**src/rtl/pipe_hazard_ctrl.sv**
```systemverilog
// Hazard controller for an N-stage in-order pipeline.
// Stage 0 is IF, stage 1 is ID, stage 2 is EX and so on.
// This block owns every stall, flush, forwarding-select and halt-drain
// decision, and keeps a saturating count of stalled cycles.
module pipe_hazard_ctrl #(
    parameter int STAGES      = 5,
    parameter int FLUSH_DEPTH = 2,
    parameter int LOAD_LAT    = 1,
    parameter int REG_AW      = 5,
    parameter int CNT_W       = 16
) (
    input  logic              clk,
    input  logic              rst,
    input  logic              id_valid,
    input  logic [REG_AW-1:0] id_rs1,
    input  logic [REG_AW-1:0] id_rs2,
    input  logic              id_use_rs1,
    input  logic              id_use_rs2,
    input  logic              id_halt,
    input  logic              ex_valid,
    input  logic [REG_AW-1:0] ex_rd,
    input  logic              ex_reg_write,
    input  logic              ex_is_load,
    input  logic              ex_branch_taken,
    input  logic              mem_valid,
    input  logic [REG_AW-1:0] mem_rd,
    input  logic              mem_reg_write,
    input  logic              wb_valid,
    input  logic [REG_AW-1:0] wb_rd,
    input  logic              wb_reg_write,
    input  logic              restart,
    output logic [STAGES-1:0] stall,
    output logic [STAGES-1:0] flush,
    output logic [1:0]        fwd_rs1,
    output logic [1:0]        fwd_rs2,
    output logic              halted,
    output logic [CNT_W-1:0]  stall_count
);

    typedef enum logic [1:0] {
        ST_RUN    = 2'd0,
        ST_LSTALL = 2'd1,
        ST_DRAIN  = 2'd2,
        ST_HALTED = 2'd3
    } state_t;

    // Drain length is STAGES-3, which always fits in clog2(STAGES) bits.
    localparam int DRAIN_W = $clog2(STAGES);

    localparam logic [STAGES-1:0]  ALL_ONES     = {STAGES{1'b1}};
    localparam logic [STAGES-1:0]  ALL_ZEROS    = {STAGES{1'b0}};
    localparam logic [STAGES-1:0]  BRANCH_FLUSH = {{(STAGES-FLUSH_DEPTH){1'b0}}, {FLUSH_DEPTH{1'b1}}};
    localparam logic [STAGES-1:0]  HOLD_STALL   = {{(STAGES-2){1'b0}}, 2'b11};
    localparam logic [STAGES-1:0]  BUBBLE_FLUSH = {{(STAGES-3){1'b0}}, 3'b100};
    localparam logic [DRAIN_W-1:0] DRAIN_INIT   = DRAIN_W'(STAGES - 3);
    localparam logic [DRAIN_W-1:0] DRAIN_ONE    = DRAIN_W'(1);
    localparam logic [DRAIN_W-1:0] DRAIN_ZERO   = DRAIN_W'(0);
    localparam logic [2:0]         BUB_INIT     = 3'(LOAD_LAT - 1);
    localparam logic [2:0]         BUB_ONE      = 3'd1;
    localparam logic [2:0]         BUB_ZERO     = 3'd0;
    localparam logic [REG_AW-1:0]  REG_ZERO     = {REG_AW{1'b0}};
    localparam logic [CNT_W-1:0]   CNT_MAX      = {CNT_W{1'b1}};
    localparam logic [CNT_W-1:0]   CNT_ONE      = {{(CNT_W-1){1'b0}}, 1'b1};
    localparam logic [CNT_W-1:0]   CNT_ZERO     = {CNT_W{1'b0}};

    state_t             state_r;
    state_t             state_nxt_s;
    logic [2:0]         bub_cnt_r;
    logic [2:0]         bub_nxt_s;
    logic [DRAIN_W-1:0] drain_cnt_r;
    logic [DRAIN_W-1:0] drain_nxt_s;
    logic               halted_r;
    logic [CNT_W-1:0]   stall_count_r;
    logic [STAGES-1:0]  stall_s;
    logic [STAGES-1:0]  flush_s;
    logic [1:0]         fwd_rs1_s;
    logic [1:0]         fwd_rs2_s;
    logic               load_use_s;

    // Bypass source for one operand: MEM beats WB, x0 is never bypassed.
    function automatic logic [1:0] fwd_sel(
        input logic [REG_AW-1:0] src,
        input logic              m_en,
        input logic [REG_AW-1:0] m_rd,
        input logic              w_en,
        input logic [REG_AW-1:0] w_rd
    );
        logic [1:0] sel;
        if (m_en && (m_rd != REG_ZERO) && (m_rd == src)) begin
            sel = 2'd1;
        end else if (w_en && (w_rd != REG_ZERO) && (w_rd == src)) begin
            sel = 2'd2;
        end else begin
            sel = 2'd0;
        end
        return sel;
    endfunction

    // Load-use detection: EX load feeding a register ID is about to read.
    always_comb begin
        load_use_s = id_valid && ex_valid && ex_is_load && ex_reg_write &&
                     (ex_rd != REG_ZERO) &&
                     ((id_use_rs1 && (id_rs1 == ex_rd)) ||
                      (id_use_rs2 && (id_rs2 == ex_rd)));
    end

    // Stall/flush/forward decisions and next-state selection.
    always_comb begin
        stall_s     = ALL_ZEROS;
        flush_s     = ALL_ZEROS;
        fwd_rs1_s   = 2'd0;
        fwd_rs2_s   = 2'd0;
        state_nxt_s = state_r;
        bub_nxt_s   = bub_cnt_r;
        drain_nxt_s = drain_cnt_r;
        if (!rst) begin
            flush_s = ALL_ONES;
        end else begin
            fwd_rs1_s = fwd_sel(id_rs1, mem_valid && mem_reg_write, mem_rd,
                                wb_valid && wb_reg_write, wb_rd);
            fwd_rs2_s = fwd_sel(id_rs2, mem_valid && mem_reg_write, mem_rd,
                                wb_valid && wb_reg_write, wb_rd);
            if ((state_r != ST_HALTED) && ex_branch_taken) begin
                // A taken branch squashes the younger stages and cancels any
                // pending bubble or drain, since those were wrong-path.
                flush_s     = BRANCH_FLUSH;
                state_nxt_s = ST_RUN;
                bub_nxt_s   = BUB_ZERO;
                drain_nxt_s = DRAIN_ZERO;
            end else begin
                case (state_r)
                    ST_RUN: begin
                        if (load_use_s) begin
                            stall_s = HOLD_STALL;
                            flush_s = BUBBLE_FLUSH;
                            if (LOAD_LAT > 1) begin
                                state_nxt_s = ST_LSTALL;
                                bub_nxt_s   = BUB_INIT;
                            end else begin
                                state_nxt_s = ST_RUN;
                            end
                        end else if (id_valid && id_halt) begin
                            stall_s     = HOLD_STALL;
                            flush_s     = BUBBLE_FLUSH;
                            state_nxt_s = ST_DRAIN;
                            drain_nxt_s = DRAIN_INIT;
                        end else begin
                            state_nxt_s = ST_RUN;
                        end
                    end
                    ST_LSTALL: begin
                        stall_s   = HOLD_STALL;
                        flush_s   = BUBBLE_FLUSH;
                        bub_nxt_s = bub_cnt_r - BUB_ONE;
                        if (bub_cnt_r <= BUB_ONE) begin
                            state_nxt_s = ST_RUN;
                            bub_nxt_s   = BUB_ZERO;
                        end else begin
                            state_nxt_s = ST_LSTALL;
                        end
                    end
                    ST_DRAIN: begin
                        stall_s = HOLD_STALL;
                        flush_s = BUBBLE_FLUSH;
                        // The halt reaches HALTED as the count steps to zero,
                        // giving exactly STAGES-3 drain cycles.
                        if (drain_cnt_r <= DRAIN_ONE) begin
                            state_nxt_s = ST_HALTED;
                            drain_nxt_s = DRAIN_ZERO;
                        end else begin
                            state_nxt_s = ST_DRAIN;
                            drain_nxt_s = drain_cnt_r - DRAIN_ONE;
                        end
                    end
                    ST_HALTED: begin
                        stall_s = ALL_ONES;
                        if (restart) begin
                            state_nxt_s = ST_RUN;
                        end else begin
                            state_nxt_s = ST_HALTED;
                        end
                    end
                    default: begin
                        stall_s     = ALL_ZEROS;
                        flush_s     = ALL_ONES;
                        state_nxt_s = ST_RUN;
                        bub_nxt_s   = BUB_ZERO;
                        drain_nxt_s = DRAIN_ZERO;
                    end
                endcase
            end
        end
    end

    // State, counters, halted flag and the saturating stall counter.
    always_ff @(posedge clk) begin
        if (!rst) begin
            state_r       <= ST_RUN;
            bub_cnt_r     <= BUB_ZERO;
            drain_cnt_r   <= DRAIN_ZERO;
            halted_r      <= 1'b0;
            stall_count_r <= CNT_ZERO;
        end else begin
            state_r     <= state_nxt_s;
            bub_cnt_r   <= bub_nxt_s;
            drain_cnt_r <= drain_nxt_s;
            halted_r    <= (state_nxt_s == ST_HALTED);
            if ((|stall_s) && (state_r != ST_HALTED) && (stall_count_r != CNT_MAX)) begin
                stall_count_r <= stall_count_r + CNT_ONE;
            end else begin
                stall_count_r <= stall_count_r;
            end
        end
    end

    assign stall       = stall_s;
    assign flush       = flush_s;
    assign fwd_rs1     = fwd_rs1_s;
    assign fwd_rs2     = fwd_rs2_s;
    assign halted      = halted_r;
    assign stall_count = stall_count_r;

endmodule
```
**config.mk**
```make
export PLATFORM = sky130hd
export DESIGN_NAME = pipe_hazard_ctrl
export DESIGN_NICKNAME = d
export VERILOG_FILES = /design/src/rtl/pipe_hazard_ctrl.sv
export SDC_FILE = /design/constraint.sdc
export NUM_CORES = 1
export LEC_CHECK = 0
export ABC_CLOCK_PERIOD_IN_PS = 2800
export CAP_MARGIN = 20
export CELL_PAD_IN_SITES_DETAIL_PLACEMENT = 2
export CELL_PAD_IN_SITES_GLOBAL_PLACEMENT = 2
export CORE_MARGIN = 4
export CORE_UTILIZATION = 27
export CTS_BUF_LIST = sky130_fd_sc_hd__clkbuf_8
export DETAILED_ROUTE_END_ITERATION = 10
export GPL_ROUTABILITY_DRIVEN = 0
export GPL_TIMING_DRIVEN = 0
export PLACE_DENSITY_LB_ADDON = 0.2
export SKIP_LAST_GASP = 1
export SYNTH_ARGS = -nofsm -noshare
export SYNTH_HDL_FRONTEND = slang
export SYNTH_SLANG_ARGS = --single-unit
```
**constraint.sdc**
```tcl
create_clock -name clk -period 2.8 [get_ports clk]
set_input_delay 0.28 -clock clk [delete_from_list [all_inputs] [get_ports clk]]
set_output_delay 0.28 -clock clk [all_outputs]
set_load 0.03 [all_outputs]
```
==> results of run 1 <==
power groups by stage:
stage	sequential, uW	clock [uW]	combinational [uW]
final	359	234	188
after detailed placement	367	0	191
after global placement	367	0	186
after CTS	359	246	191
after floorplan	367	0	84.3
after global routing	359	260	204
layout make-up:
type	count	area, um2	area share [%]
clock inverter	1	5.005	0.1856
inverter	13	48.80	1.810
buffer	11	81.33	3.016
sequential	25	500.5	18.56
multi-input combinational	178	1231	45.66
clock buffer	3	41.29	1.531
tap	77	96.34	3.573
timing repair buffer	70	691.9	25.66
logic make-up after synthesis:
family,count (synthesis),share of synthesized area [%]
xor gates and xnor gates,31,14.65
and+or+nand+nor,80,23.03
adders and majority gates,11,7.427
buffers and inverters,24,6.887
DFF,25,27.01
muxes,5,2.768
AOI/OAI and AO/OA,51,18.23
worst max-delay path by stage:
stage,start,endpoint,cells past startpoint
after floorplan,mem_rd[1],fwd_rs1[1],4
after global placement,rst,fwd_rs1[1],6
after global routing,id_rs1[4],stall[1],8
after CTS,mem_rd[1],fwd_rs2[0],6
after detailed placement,rst,fwd_rs1[1],6
final,id_rs1[4],stall[1],8
synthesized netlist by cell type (4+ instances only):
| library cell | n |
|---|---|
| a21oi_1 | 12 |
| buf_4 | 6 |
| dfxtp_1 | 25 |
| ha_1 | 11 |
| inv_1 | 12 |
| mux2i_1 | 4 |
| nand2_1 | 15 |
| nand3_1 | 10 |
| nand4_1 | 5 |
| nor2_1 | 16 |
| nor4_1 | 5 |
| o211ai_1 | 4 |
| o21ai_0 | 10 |
| o31ai_1 | 7 |
| or3_1 | 6 |
| or4_1 | 8 |
| xnor2_1 | 16 |
| xor2_1 | 15 |
registers in the layout, indices dropped and copies added (netlist names):
register	count
bub_cnt_r	3
state_r	2
stall_count	16
halted	1
drain_cnt_r	3
routing by layer:
layer	global-route usage (%)	vias to the layer above
li1	-	960
met1	17.88	967
met2	27.92	57
met3	3.417	8
met4	5.653	0
met5	0	-
stage by stage:
stage	cell area, um2	hold slack (ps)	TNS (ps)
CTS	2699	508.9	-19.05
global route	2696	543.6	0
global placement	2650	471.0	-1405
finish	2696	501.2	0
detailed placement	2650	495.5	-1674
floorplan	1853	435.6	0
repair_timing:
item                       in CTS  in global routing
setup endpoints to repair       7                  4
pin swaps                       0                  0
resized for setup               8                  8
==> flow_summary.toml, run 1 <==
[clock_tree]
clock_latency_ps = 280
clkTransAtPathRegs_ps = 100
root_buffer = "clkbuf_8"
cts_hold_buf = 0
cts_sinks = 25
htree_levels = 1
cts_tree = "yes"
cts_buffers = 3
cts.path.max_buffers = 2
post_cts_buffers = 0

[logic_synthesis]
ys_warn_count = 0
synth_nets = 278
synth_ff_type = "dfxtp_1"
synthArstFlopShare_pct = 0
syn-instance-count = 227
synth-edff-count = 0
ys_top_cells_by_area = "dfxtp_1, xnor2_1, ha_1"
synth_top_area_share_pct = 27.01
yosys.area.top_type = "dfxtp_1"
synth_cell_types = 46
synth-seq-cells = 25
syn_area_um2 = 1853
syn_area_per_cell_um2 = 8.163
seq_area_frac_synth_pct = 27.01

[sta]
worstMarginPinSlew_ps = 569.1
setup_viol = 0
setup_ws_ps = 190.6
fin_skew_ps = 5.403
rsz0062_at_grt = "no"
relSlewSlack_pct = 62.06
finalHoldViolations = 0
fmax_ghz = 0.3832
period_minus_slack_ps = 2609
drv_slew = 0
period_share_pct = 93.19

[grt]
grt_pass1_wl_mm = 10.48
grt_max_degree = 15
overflow = 0
grt_usage_pct = 15.51
antenna_found_initial = 0
grt_pass1_vias = 2166

[placed_design]
dp_cells = 374
io_buffers = 70
preCtsSetupSlack_ps = -426.9
place_hpwl_mm = 5.296

[floorplan]
die-area_um2 = 8253
core_area_um2 = 6495
die_x_um = 90.85
start_util_pct = 28.53
io_pins = 71
rows = 29
die_h_um = 90.85

[cells_and_area]
final_cells = 378
layout_common_cells = "clkdlybuf4s50_1, dfxtp_1, nor2_1, xnor2_1"
area_delta_synth_final_pct = 45.51
fin_util_pct = 41.51
n_fill_cell = 728
final_common_cell = "clkdlybuf4s50_1"
fin_nets = 353
diodes = 0
drive_gt1_share_pct = 7.973

[worst_setup_path]
critPathArrivalTime_ps = 2330
start_kind = "input pin"
crit_chain = "clkdlybuf4s50_1 > xnor2_1 > nand4_1 > o22ai_2 > nand2_1 > a31oi_1 > buf_4 > dlygate4sd2_1"
cp-end-kind = "primary output"
rr_worst_depth = 8
critical-path-top-delay-family = "buffers and inverters"
slowest_delay_ps = 580
critPathMaxFanout = 3
path_class = "input pin to primary output"
cp.required_ps = 2520
r2r_slack_ps = 770
slowest_stage = "clkdlybuf4s50_1"
crit-reg2reg-launch = "state_r[1]"
cp_num_buf_inv = 3
r2r_end = "stall_count[9]"

[routing]
num_vias = 1992
wl_met1_mm = 2.645
drc = 0
wl_mm = 6.421
wl_per_cell_um = 16.99
first_iter_violations = 43
vias_per_cell = 5.270
wl_met3_um = 372
final_antenna_net_count = 0
first_pass_iters = 5
wl_met2_mm = 3.283
top_layer_used = "met4"

[power_and_ir_drop]
power.leakage_uw = 0.0009739
p_per_area_nw_per_um2 = 289.4
p_sw_uw = 225.3
ir_drop_uv = 155.0
comb_power_share_pct = 24.1
fin_total_pwr_uw = 780.4
p_int_uw = 555.1
pwr-share-seq_pct = 46.0
switching_share_pct = 28.87
p_clk_share_pct = 30.0

[min_path]
hp-start = "drain_cnt_r[2]"
hold_end = "drain_cnt_r[2]"
hold_class = "register to register"
hold_depth = 1

[run]
cap_violations = 0

[run_status]
status = "finished, final reports clean"
No activity file was read; power rests on OpenSTA's default activity.
==> run 2: changes to the inputs <==
--- a/config.mk
+++ b/config.mk
@@ -16,6 +16,7 @@
 export GPL_ROUTABILITY_DRIVEN = 0
 export GPL_TIMING_DRIVEN = 0
 export PLACE_DENSITY_LB_ADDON = 0.2
+export RECOVER_POWER = 25
 export SKIP_LAST_GASP = 1
 export SYNTH_ARGS = -nofsm -noshare
 export SYNTH_HDL_FRONTEND = slang
==> run 2 against run 1 <==
Compared with the run above: count of clock-buffer cells in the layout unchanged; combinational power about the same; clock skew about the same; critical endpoint unchanged; largest power group unchanged; sequential cell count unchanged; sequential power about the same; utilization unchanged; sequential share of layout area unchanged; via count unchanged; total power about the same; critical path type unchanged.
==> flow_summary.toml, run 2 (synthesized netlist as in run 1, its figures left out) <==
[clock_tree]
clkTransAtPathRegs_ps = 100
cts_tree = "yes"
clock_latency_ps = 280
htree_levels = 1
post_cts_buffers = 0
root_buffer = "clkbuf_8"
cts_buffers = 3
cts_resized = 8
cts.path.max_buffers = 2
cts_hold_buf = 0
cts_sinks = 25

[worst_setup_path]
r2r_end = "stall_count[9]"
r2r_slack_ps = 770
crit_chain = "clkdlybuf4s50_1 > xnor2_1 > nand4_1 > o22ai_2 > nand2_1 > a31oi_1 > buf_4 > dlygate4sd2_1"
cp.required_ps = 2520
cp-end-kind = "primary output"
start_kind = "input pin"
critPathArrivalTime_ps = 2330
cp_num_buf_inv = 3
critPathMaxFanout = 3
critical-path-top-delay-family = "buffers and inverters"
slowest_stage = "clkdlybuf4s50_1"
rr_worst_depth = 8
crit-reg2reg-launch = "state_r[1]"
path_class = "input pin to primary output"
slowest_delay_ps = 580

[cells_and_area]
area_delta_synth_final_pct = 45.51
layout_common_cells = "clkdlybuf4s50_1, dfxtp_1, nor2_1, xnor2_1"
largest_reg_flops = 16
stdcell_area_um2 = 2696
diodes = 0
n_fill_cell = 728
final_common_cell = "clkdlybuf4s50_1"
drive_gt1_share_pct = 7.973
fin_nets = 353

[floorplan]
core_area_um2 = 6495
die_x_um = 90.85
rows = 29
die-area_um2 = 8253
die_h_um = 90.85
start_util_pct = 28.53
io_pins = 71

[grt]
grt_pass1_wl_mm = 10.48
overflow = 0
grt_max_degree = 15
grt_use_met2_pct = 27.92
globalRouteMet1Util_pct = 17.88
antenna_found_initial = 0
grt_usage_pct = 15.51
use_met3_pct = 3.417
grt_pass1_vias = 2166
busiest_layer = "met2"

[power_and_ir_drop]
p_sw_uw = 225.2
pwr-share-seq_pct = 46.0
ir_drop_uv = 155.0
comb_power_share_pct = 24.1
p_int_uw = 554.9
p_per_area_nw_per_um2 = 289.3
power.leakage_uw = 0.001002
p_clk_share_pct = 30.0
switching_share_pct = 28.87

[placed_design]
io_buffers = 70
place_hpwl_mm = 5.296
placed_area_um2 = 2650

[sta]
period_minus_slack_ps = 2609
setup-tns-final_ps = 0
fmax_ghz = 0.3832
relSlewSlack_pct = 62.06
period_share_pct = 93.19
drv_slew = 0
worstMarginPinSlew_ps = 569.1
rsz0062_at_grt = "no"
fin_skew_ps = 5.435
finalHoldViolations = 0
setup_viol = 0

[routing]
wl_per_cell_um = 16.98
final_antenna_net_count = 0
num_vias = 1992
first_iter_violations = 43
vias_per_cell = 5.270
first_pass_iters = 5
drc = 0
wl_mm = 6.418

[min_path]
hold_end = "drain_cnt_r[2]"
hold_class = "register to register"
hp-start = "drain_cnt_r[2]"
hold_depth = 1

[run_status]
status = "finished, final reports clean"

[run]
cap_violations = 0
run 2: cell types whose count changed in the layout (fill, tap and decap cells not counted):
cell / previous run / this run
dlygate4sd3_1: 0 / 8
clkdlybuf4s50_1: 63 / 55
run 2: worst max-delay path by stage:
stage,from,endpoint,cells after the start
global route,id_rs1[4],stall[1],8
CTS,mem_rd[1],fwd_rs2[0],6
finish,id_rs1[4],stall[1],8
floorplan,mem_rd[1],fwd_rs1[1],4
detailed placement,rst,fwd_rs1[1],6
global placement,rst,fwd_rs1[1],6
run 2: routing by layer:
layer	wire (um)	vias to the layer above	part of all wire, %
met5	0	-	0
met4	119	0	1.9
met3	372	8	5.8
met2	3282	57	51
met1	2643	967	41
li1	-	960	-
run 2: stage by stage:
stage                     worst slack, ps  hold slack (ps)  util, %  total power, uW  instances
after floorplan                     439.0            435.6        -            451.7        227
after global placement             -413.8            471.0    40.80            552.6        374
after detailed placement           -426.9            495.5    40.80            558.0        374
after CTS                          -19.05            508.9    41.55            796.2        378
after global routing                32.63            540.8    41.51            822.6        378
final                               190.6            501.2    41.51            780.2        378
run 2: power groups by stage:
stage	clock network, uW	registers [uW]	logic (uW)
6_report	234	359	188
5_1_grt	260	359	204
4_1_cts	246	359	191
3_5_place_dp	0	367	191
3_3_place_gp	0	367	186
2_1_floorplan	0	367	84.3
run 2: final cells by class:
class / instances / area, um2 / area share, %
buffer: 11 / 81.33 / 3.016
clock buffer: 3 / 41.29 / 1.531
clock inverter: 1 / 5.005 / 0.1856
inverter: 13 / 48.80 / 1.810
multi-input combinational: 178 / 1231 / 45.66
sequential: 25 / 500.5 / 18.56
tap: 77 / 96.34 / 3.573
timing repair buffer: 70 / 691.9 / 25.66
run 2: worst register-to-register path: stages (launching register included):
cell and delay [ps]:
dfxtp_1 400, ha_1 180, and2_1 210, nand3b_1 180, o221a_1 220, o21ai_2 70
buf_4 180, nor3_1 270, mux2i_1 260
